<file path="src/rtl/fetch_unit.sv">
// Instruction fetch: PC register, single-outstanding imem reader and a 2-entry {instr, pc} queue to decode.
// Optional feature macro FETCH_ALIGN_CHECK_EN: misaligned redirects raise a sticky fetch_fault and park in FAULT.
module fetch_unit #(
    parameter int unsigned           DATA_WIDTH = 32,
    parameter logic [DATA_WIDTH-1:0] RESET_PC   = '0
) (
    input  logic                  clk,
    input  logic                  rst_n,
    output logic                  imem_req_valid,
    output logic [DATA_WIDTH-1:0] imem_req_addr,
    input  logic                  imem_req_ready,
    input  logic                  imem_rsp_valid,
    input  logic [DATA_WIDTH-1:0] imem_rsp_data,
    input  logic                  redirect_valid,
    input  logic [DATA_WIDTH-1:0] redirect_pc,
    output logic                  fd_valid,
    input  logic                  fd_ready,
    output logic [DATA_WIDTH-1:0] fd_instruction,
    output logic [DATA_WIDTH-1:0] fd_pc,
    output logic                  fetch_fault,
    output logic [1:0]            dbg_state
);

    // Handshakes (imem request and fetch->decode): a transfer happens in a cycle where valid && ready
    // are both high at the rising edge; valid never depends on ready, and payload holds while valid && !ready.

    typedef enum logic [1:0] {
        ST_REQ  = 2'd0,
        ST_WAIT = 2'd1,
        ST_DROP = 2'd2
`ifdef FETCH_ALIGN_CHECK_EN
        , ST_FAULT = 2'd3
`endif
    } state_e;

    state_e                state_q, state_d, resume_state;
    logic [DATA_WIDTH-1:0] pc_q, pc_d;
    logic [1:0]            count_q, count_d;
    logic [DATA_WIDTH-1:0] s0_instr_q, s0_instr_d, s0_pc_q, s0_pc_d;
    logic [DATA_WIDTH-1:0] s1_instr_q, s1_instr_d, s1_pc_q, s1_pc_d;
    logic [DATA_WIDTH-1:0] redirect_target;
    logic                  req_fire, push, pop;

`ifdef FETCH_ALIGN_CHECK_EN
    logic fault_q, fault_d;
    logic redirect_misaligned;

    assign redirect_target     = redirect_pc;
    assign redirect_misaligned = redirect_pc[1:0] != 2'b00;
    assign fetch_fault         = fault_q;
`else
    assign redirect_target = redirect_pc & ~{{(DATA_WIDTH-2){1'b0}}, 2'b11};
    assign fetch_fault     = 1'b0;
`endif

    // count never exceeds 2, so bit 1 set means full; gating here keeps a slot free for the response
    assign imem_req_valid = rst_n && (state_q == ST_REQ) && !count_q[1];
    assign imem_req_addr  = pc_q;
    assign fd_valid       = count_q != 2'd0;
    assign fd_instruction = s0_instr_q;
    assign fd_pc          = s0_pc_q;
    assign dbg_state      = state_q;

    assign req_fire = imem_req_valid && imem_req_ready;
    assign push     = (state_q == ST_WAIT) && imem_rsp_valid;
    assign pop      = fd_valid && fd_ready;

    always_comb begin
        state_d      = state_q;
        pc_d         = pc_q;
        count_d      = count_q;
        s0_instr_d   = s0_instr_q;
        s0_pc_d      = s0_pc_q;
        s1_instr_d   = s1_instr_q;
        s1_pc_d      = s1_pc_q;
        resume_state = ST_REQ;
`ifdef FETCH_ALIGN_CHECK_EN
        fault_d = fault_q;
        if (redirect_valid) begin
            fault_d = redirect_misaligned;
        end
        if (fault_d) begin
            resume_state = ST_FAULT;
        end
`endif

        if (redirect_valid) begin
            // Flush wins over any same-cycle push or pop; a still-outstanding response is absorbed in DROP
            count_d = 2'd0;
            pc_d    = redirect_target;
            case (state_q)
                ST_REQ:           state_d = req_fire ? ST_DROP : resume_state;
                ST_WAIT, ST_DROP: state_d = imem_rsp_valid ? resume_state : ST_DROP;
                default:          state_d = resume_state;
            endcase
        end else begin
            case (state_q)
                ST_REQ: begin
                    if (req_fire) begin
                        state_d = ST_WAIT;
                    end
                end
                ST_WAIT: begin
                    if (imem_rsp_valid) begin
                        state_d = ST_REQ;
                        pc_d    = pc_q + DATA_WIDTH'(4);
                    end
                end
                ST_DROP: begin
                    if (imem_rsp_valid) begin
                        state_d = resume_state;
                    end
                end
                default: ;
            endcase

            case ({push, pop})
                2'b10: begin
                    if (count_q == 2'd0) begin
                        s0_instr_d = imem_rsp_data;
                        s0_pc_d    = pc_q;
                    end else begin
                        s1_instr_d = imem_rsp_data;
                        s1_pc_d    = pc_q;
                    end
                    count_d = count_q + 2'd1;
                end
                2'b01: begin
                    s0_instr_d = s1_instr_q;
                    s0_pc_d    = s1_pc_q;
                    count_d    = count_q - 2'd1;
                end
                2'b11: begin
                    if (count_q == 2'd1) begin
                        s0_instr_d = imem_rsp_data;
                        s0_pc_d    = pc_q;
                    end else begin
                        s0_instr_d = s1_instr_q;
                        s0_pc_d    = s1_pc_q;
                        s1_instr_d = imem_rsp_data;
                        s1_pc_d    = pc_q;
                    end
                end
                default: ;
            endcase
        end
    end

    always_ff @(posedge clk or negedge rst_n) begin
        if (!rst_n) begin
            state_q    <= ST_REQ;
            pc_q       <= RESET_PC;
            count_q    <= 2'd0;
            s0_instr_q <= '0;
            s0_pc_q    <= '0;
            s1_instr_q <= '0;
            s1_pc_q    <= '0;
        end else begin
            state_q    <= state_d;
            pc_q       <= pc_d;
            count_q    <= count_d;
            s0_instr_q <= s0_instr_d;
            s0_pc_q    <= s0_pc_d;
            s1_instr_q <= s1_instr_d;
            s1_pc_q    <= s1_pc_d;
        end
    end

`ifdef FETCH_ALIGN_CHECK_EN
    always_ff @(posedge clk or negedge rst_n) begin
        if (!rst_n) begin
            fault_q <= 1'b0;
        end else begin
            fault_q <= fault_d;
        end
    end
`endif

endmodule

</file>
<file path="config.mk">
export PLATFORM = sky130hd
export DESIGN_NAME = fetch_unit
export DESIGN_NICKNAME = d
export VERILOG_FILES = /design/src/rtl/fetch_unit.sv
export SDC_FILE = /design/constraint.sdc
export NUM_CORES = 1
export LEC_CHECK = 0
export CAP_MARGIN = 20
export CORE_MARGIN = 4
export CORE_UTILIZATION = 57
export DETAILED_ROUTE_END_ITERATION = 10
export DONT_BUFFER_PORTS = 1
export PLACE_DENSITY = 0.81
export SLEW_MARGIN = 20
export SYNTH_ARGS = -nofsm -noshare
export SYNTH_HDL_FRONTEND = slang
export SYNTH_SLANG_ARGS = --single-unit
</file>
<file path="constraint.sdc">
create_clock -name clk -period 2.2 [get_ports clk]
set_clock_uncertainty 0.15 [all_clocks]
set_input_delay 0.55 -clock clk [delete_from_list [all_inputs] [get_ports clk]]
set_output_delay 0.55 -clock clk [all_outputs]
set_load 0.02 [all_outputs]
</file>
## Word-level counts from Yosys, hierarchy flattened

Cells that the tools add are included.

- Add/sub/neg operators: 3
- Equal/unequal tests: 11
- Muxes and demuxes: 24
- Bitwise gates (word level): 1
- Reduce and logical (&&, ||, !) cells: 20

Operator list:

| cell | count |
|---|---|
| 32-bit two-way mux | 11 |
| 32-bit one-hot mux with 3 select lines | 2 |
| 32-bit one-hot mux with 2 select lines | 2 |
| 32-bit by 3-bit adder with 32-bit output (second input constant) | 1 |
| 2-bit two-way mux | 6 |
| 2-bit one-hot mux with 2 select lines | 3 |
| 3-bit nonzero test | 3 |
| 2-bit nonzero test | 4 |
| 2-bit by 1-bit equality test with 1-bit output (second input constant) | 3 |
| 2-bit equality test (second input constant) | 3 |
| 2-bit inequality test (second input constant) | 3 |
| 3-bit AND reduction | 2 |
| 1-bit logical AND | 5 |
| 2-bit zero test | 2 |
| 4-bit AND reduction | 1 |
| 3-bit by 1-bit inequality test with 1-bit output (second input constant) | 1 |
| 3-bit inequality test (second input constant) | 1 |
| 2-bit by 1-bit adder with 2-bit output (second input constant) | 1 |
| 2-bit AND reduction | 1 |
| 2-bit OR reduction | 1 |
| 2-bit by 1-bit subtractor with 2-bit output (second input constant) | 1 |
| 1-bit zero test | 1 |
| 1-bit inverter | 1 |

- Register bits: 164
- Input bits: 70
- Output and inout bits: 101
- Logic and storage cells: 66

## Depth between registers and ports, before layout

- Word-level depth: 7
- Mapped depth: 9
- Mapped depth without buffers: 6

## Least setup slack after synthesis

OpenSTA, ideal clock, no wires.

- Path type: reg2reg
- Start point: reg state_q[1] (netlist: dbg_state[1])
- End point: reg s1_instr_q[18]
- Library setup time: 0.125 ns
- Arrival: 1.955 ns
- Data required time: 1.925 ns
- Path slack: -0.029 ns
- Stages on the path, launching flop included: 8
- Buffers on the path: 2
- Period minus slack after synthesis: 2.229 ns
- Cell sequence: dfrtp_1 > inv_1 > ha_1 > and2_1 > nand4_1 > clkbuf_1 > clkbuf_1 > mux2_2

- Longest elaborated chain between the ends: 5
- Elaborated cells on any way between the ends: 9
- Those cells by class: eq/ne (5); mux (1); reduce/logical (3)

Ends and longest elaborated chain:

| what | line | RTL |
|---|---|---|
| start: declaration | 36 | `state_e state_q, state_d, resume_state;` |
| start signal: assignment | 159 | `state_q <= state_d;` |
| 2-bit by 1-bit equality test with 1-bit output (*) | 65 | `assign push = (state_q == ST_WAIT) && imem_rsp_valid;` |
| 1-bit logical AND (*) | 65 |  |
| 2-bit equality test | 117 | `case ({push, pop})` |
| 2-bit inequality test (no line) or 2-bit nonzero test (tied branches) | - |  |
| 4-bit AND reduction (no line) | - |  |
| end signal: assignment | 164 | `s1_instr_q <= s1_instr_d;` |
| end: declaration | 40 | `logic [DATA_WIDTH-1:0] s1_instr_q, s1_instr_d, s1_pc_q, s1_pc_d;` |

Every way passes the cells marked *; elsewhere a longest branch is shown, timed or not.
A chain may end at the register's enable or synchronous reset.

## Worst setup path in the final report

- Start point: reg state_q[0] (netlist: dbg_state[0])
- End point: out imem_req_valid

- Longest elaborated chain between the ends: 3

Ends and longest elaborated chain:

| what | line | RTL |
|---|---|---|
| 2-bit zero test | 57 | `assign imem_req_valid = rst_n && (state_q == ST_REQ) && !count_q[1];` |
| 1-bit logical AND (2 in a row) | 57 |  |
| end: declaration | 9 | `output logic imem_req_valid,` |

Every way passes these cells.

==> impl_results.md <==
* Largest vdd supply drop at 0.658 mV
* Count of flip-flops with a built-in enable after synthesis at 0
* Insertion delay to the later sink of the worst-skew pair at 0.42 ns
* Worst min-delay path class: input port to asynchronous set/reset pin
* Synthesis-to-layout area growth at 15.3%
* RePlAce Congestion at 0.816
* Register area share after synthesis at 54.7%
* Number of levels the H-tree was split into at 4
* Design area at 8340 µm²
* Root buffer selected by CTS: clkbuf_16
* Critical Setup Path Class: register to output pin
* Share of layout cells above drive strength 1 at 21.6%
* Combinational share of power at 26.9%
* Cell area after synthesis at 7230 µm²
* Area of the die at 14600 µm²
* Most used standard cell by instance count after synthesis: dfrtp_1
* Final setup violation count at 0
* Detail-routed via count per cell at 6.10
* Synth cell types at 42
* Violated checks: hold timing
* Average wire per cell in the routed design at 20.6 µm
* Die extent in y at 121 µm
* Part of the power in the clock network at 24.9%
* Average cell area after synthesis at 11.0 µm²
* Number of antenna violations at the first check in global routing at 0
* Antenna diode count at 0
* Pre-Repair DR Iteration Count at 4
* Initial DRC Count at 438
* Internal power summed over all cells at 7.07 mW
* Post-synthesis register bit count at 158
* Total power draw at 11.3 mW
* Maximum clock rate at 0.464 GHz
* CTS buffer count at 17
* Pin count of the biggest net entering global routing at 161
* Time the final worst path needs with I/O delays and setup at 2.15 ns
* Pwr Density at 1350 nW/µm²
* Arrival @ worst endpoint at 1.45 ns
* Wire length of the first global-routing pass at 27.5 mm
* Cell type with the largest total area after synthesis: dfrtp_1
* Worst hold slack after final layout at -0.321 ns
* Dpl cells at 827
* Net Sw Power at 4.18 mW
* Number of nets in the layout at 762
* I/O pin total at 171
* Clock transition at the registers of the reported paths at 0.07 ns
* Overall fraction of global-route tracks in use at 23.9%
* Leak Pwr at 3.58 nW
* Critical path endpoint category: output pin
* Proportion of register bits with asynchronous set or reset after synthesis at 100%
* Initial standard-cell utilization of the core at 59.2%
* Placed instance area at 7650 µm²
* Via count of the first global-routing pass at 5447
* Std-Cell Rows at 40
* Core footprint at 12200 µm²
* Period Utilization, post-route at 97.9%
* Count of pins over their slew limit at 0
* TritonCTS clock tree: yes
* Power share of the sequential group at 48.2%
* WL final at 17.8 mm
* Final-layout fill cell count at 933
* Final HPWL DP at 11.6 mm
* Via total after detailed routing at 5293
* Remaining design rule violation count at 0
* Chip width at 121 µm
* Switching share of total power at 37.2%
* Ranking of synthesized cells by instance count: 158 x dfrtp_1, 80 x nor2_1, 65 x a21oi_1, 63 x mux2i_1, 58 x mux2_2
* Aggregate global routing overflow at 0
* Worst-case clock buffer depth at 2
* Max-cap check violation count at 0
* Unrepaired setup endpoints after global routing: yes
* Synthesized instance count at 656
* Peak fanout along the critical path at 5
* Startpoint types: register
* Area contributors post-synth: dfrtp_1 55%, mux2_2 9.0%, mux2i_1 8.7%, a21oi_1 4.5%, nor2_1 4.2%
* Leading register cell type out of synthesis: dfrtp_1
* Remaining antenna violation count after routing at 0
* Status: finished with violations
* Number of standard cells in the final layout excluding fillers at 867
* Port buffer count at 0
* Clock sink total at 158
* Number of hold-slack violations in the final timing report at 158
* Number of warnings printed during yosys synthesis at 0
* Area share of the largest cell type after synthesis at 54.7%
* Data required time of the critical path at 1.50 ns
per-stage QoR:
stage | hold WS, ns | utilization, % | setup WS [ns] | TNS (ns)
detailed placement | 0.108 | 62.7 | 0.0753 | 0
CTS | -0.346 | 67.3 | 0.0163 | 0
floorplan | 0.104 | - | 0.00440 | 0
global route | -0.351 | 68.3 | -0.0503 | -1.10
global placement | 0.108 | 62.7 | 0.114 | 0
finish | -0.321 | 68.3 | 0.0469 | 0
cells in the final DEF, fill, tap and decap left out, drive strengths merged, types with 2 or more instances in the layout:
| master | netlist | layout |
|---|---|---|
| ha | 6 | 6 |
| mux2 | 58 | 58 |
| nand3 | 17 | 17 |
| o21ai | 24 | 24 |
| and3 | 3 | 3 |
| clkbuf | 20 | 23 |
| bufinv | 0 | 2 |
| or4b | 2 | 2 |
| mux2i | 63 | 63 |
| nand4 | 10 | 10 |
| a31oi | 13 | 13 |
| nor3 | 2 | 2 |
| xor2 | 7 | 7 |
| and2 | 3 | 3 |
| and4 | 5 | 5 |
| o41ai | 2 | 2 |
| buf | 26 | 51 |
| dfrtp | 158 | 158 |
| nand2b | 2 | 2 |
| or3 | 6 | 6 |
| nand2 | 32 | 32 |
| xnor2 | 7 | 7 |
| conb | 1 | 5 |
| clkinvlp | 0 | 4 |
| clkinv | 0 | 5 |
| nor2 | 80 | 80 |
| or4 | 13 | 13 |
| nor4 | 2 | 2 |
| inv | 11 | 11 |
| a21oi | 65 | 65 |
| o31ai | 8 | 8 |
| o211ai | 2 | 2 |
power groups by stage:
stage,sequential (mW),combinational (mW),clock (mW)
after global routing,5.53,3.36,2.98
after detailed placement,5.47,2.81,0
after floorplan,5.33,2.08,0
after global placement,5.39,2.63,0
final,5.43,3.03,2.80
after CTS,5.43,2.85,2.85
worst max-delay path, cell delays in order (launching register included):
cell and delay, ns:
dfrtp_1 0.39, buf_4 0.17, inv_1 0.06, ha_1 0.18, and3_4 0.23
worst paths after layout:
kind	startpoint	to	slack, ns	cells after the start
max	dbg_state[0]	imem_req_valid	0.05	4
max in group asynchronous	rst_n	fd_pc[7]	1.90	0
min in group clk	redirect_valid	dbg_state[0]	0.04	1
min reg2reg	s1_pc_q[23]	s1_pc_q[23]	0.35	2
max reg2reg	count_q[1]	fd_pc[28]	0.09	9
min	rst_n	fd_instruction[14]	-0.32	0
kinds of logic (layout without fill, tap and decap cells):
| kind of cell | after synthesis | after routing | synth area share [%] |
|---|---|---|---|
| flip-flops | 158 | 158 | 54.7 |
| multiplexers | 121 | 121 | 17.8 |
| buffers and inverters | 57 | 96 | 3.53 |
| XOR/XNOR | 14 | 14 | 1.70 |
| other | 1 | 5 | 0.0519 |
| adder cells (fa/ha/maj) | 6 | 6 | 1.04 |
| AO/OA/AOI/OAI | 119 | 119 | 9.15 |
| AND/OR/NAND/NOR | 180 | 180 | 12.1 |
registers in the layout (all words and copies together), names as in the netlist:
name and cells:
count_q 2, dbg_state 2, fd_instruction 32, fd_pc 30
imem_req_addr 30, s1_instr_q 32, s1_pc_q 30
layout make-up:
| cell class | count | area, µm² | share of cell area, % |
|---|---|---|---|
| Clock buffer | 21 | 440 | 5.28 |
| Timing Repair Buffer | 53 | 502 | 6.01 |
| Multi-Input combinational cell | 445 | 3080 | 36.9 |
| Tap cell | 168 | 210 | 2.52 |
| Sequential cell | 158 | 3950 | 47.4 |
| Clock inverter | 11 | 119 | 1.42 |
| Inverter | 11 | 41.3 | 0.495 |
metal layers:
metal  vias to the layer above  global-route usage [%]  wire (µm)
li1                       2386                       -          -
met1                      2655                    29.3       7080
met2                       216                    39.7       8870
met3                        36                    7.76       1490
met4                         0                    8.71        391
met5                         -                       0          0
repair_timing:
item,in CTS,in global routing
endpoints found under the hold margin,158,158
endpoints found under the setup margin,1,82
gates cloned,0,3
pin swaps,0,2
gates resized for setup,1,14
setup buffers,0,5
Power figures use the tool's default switching activity.
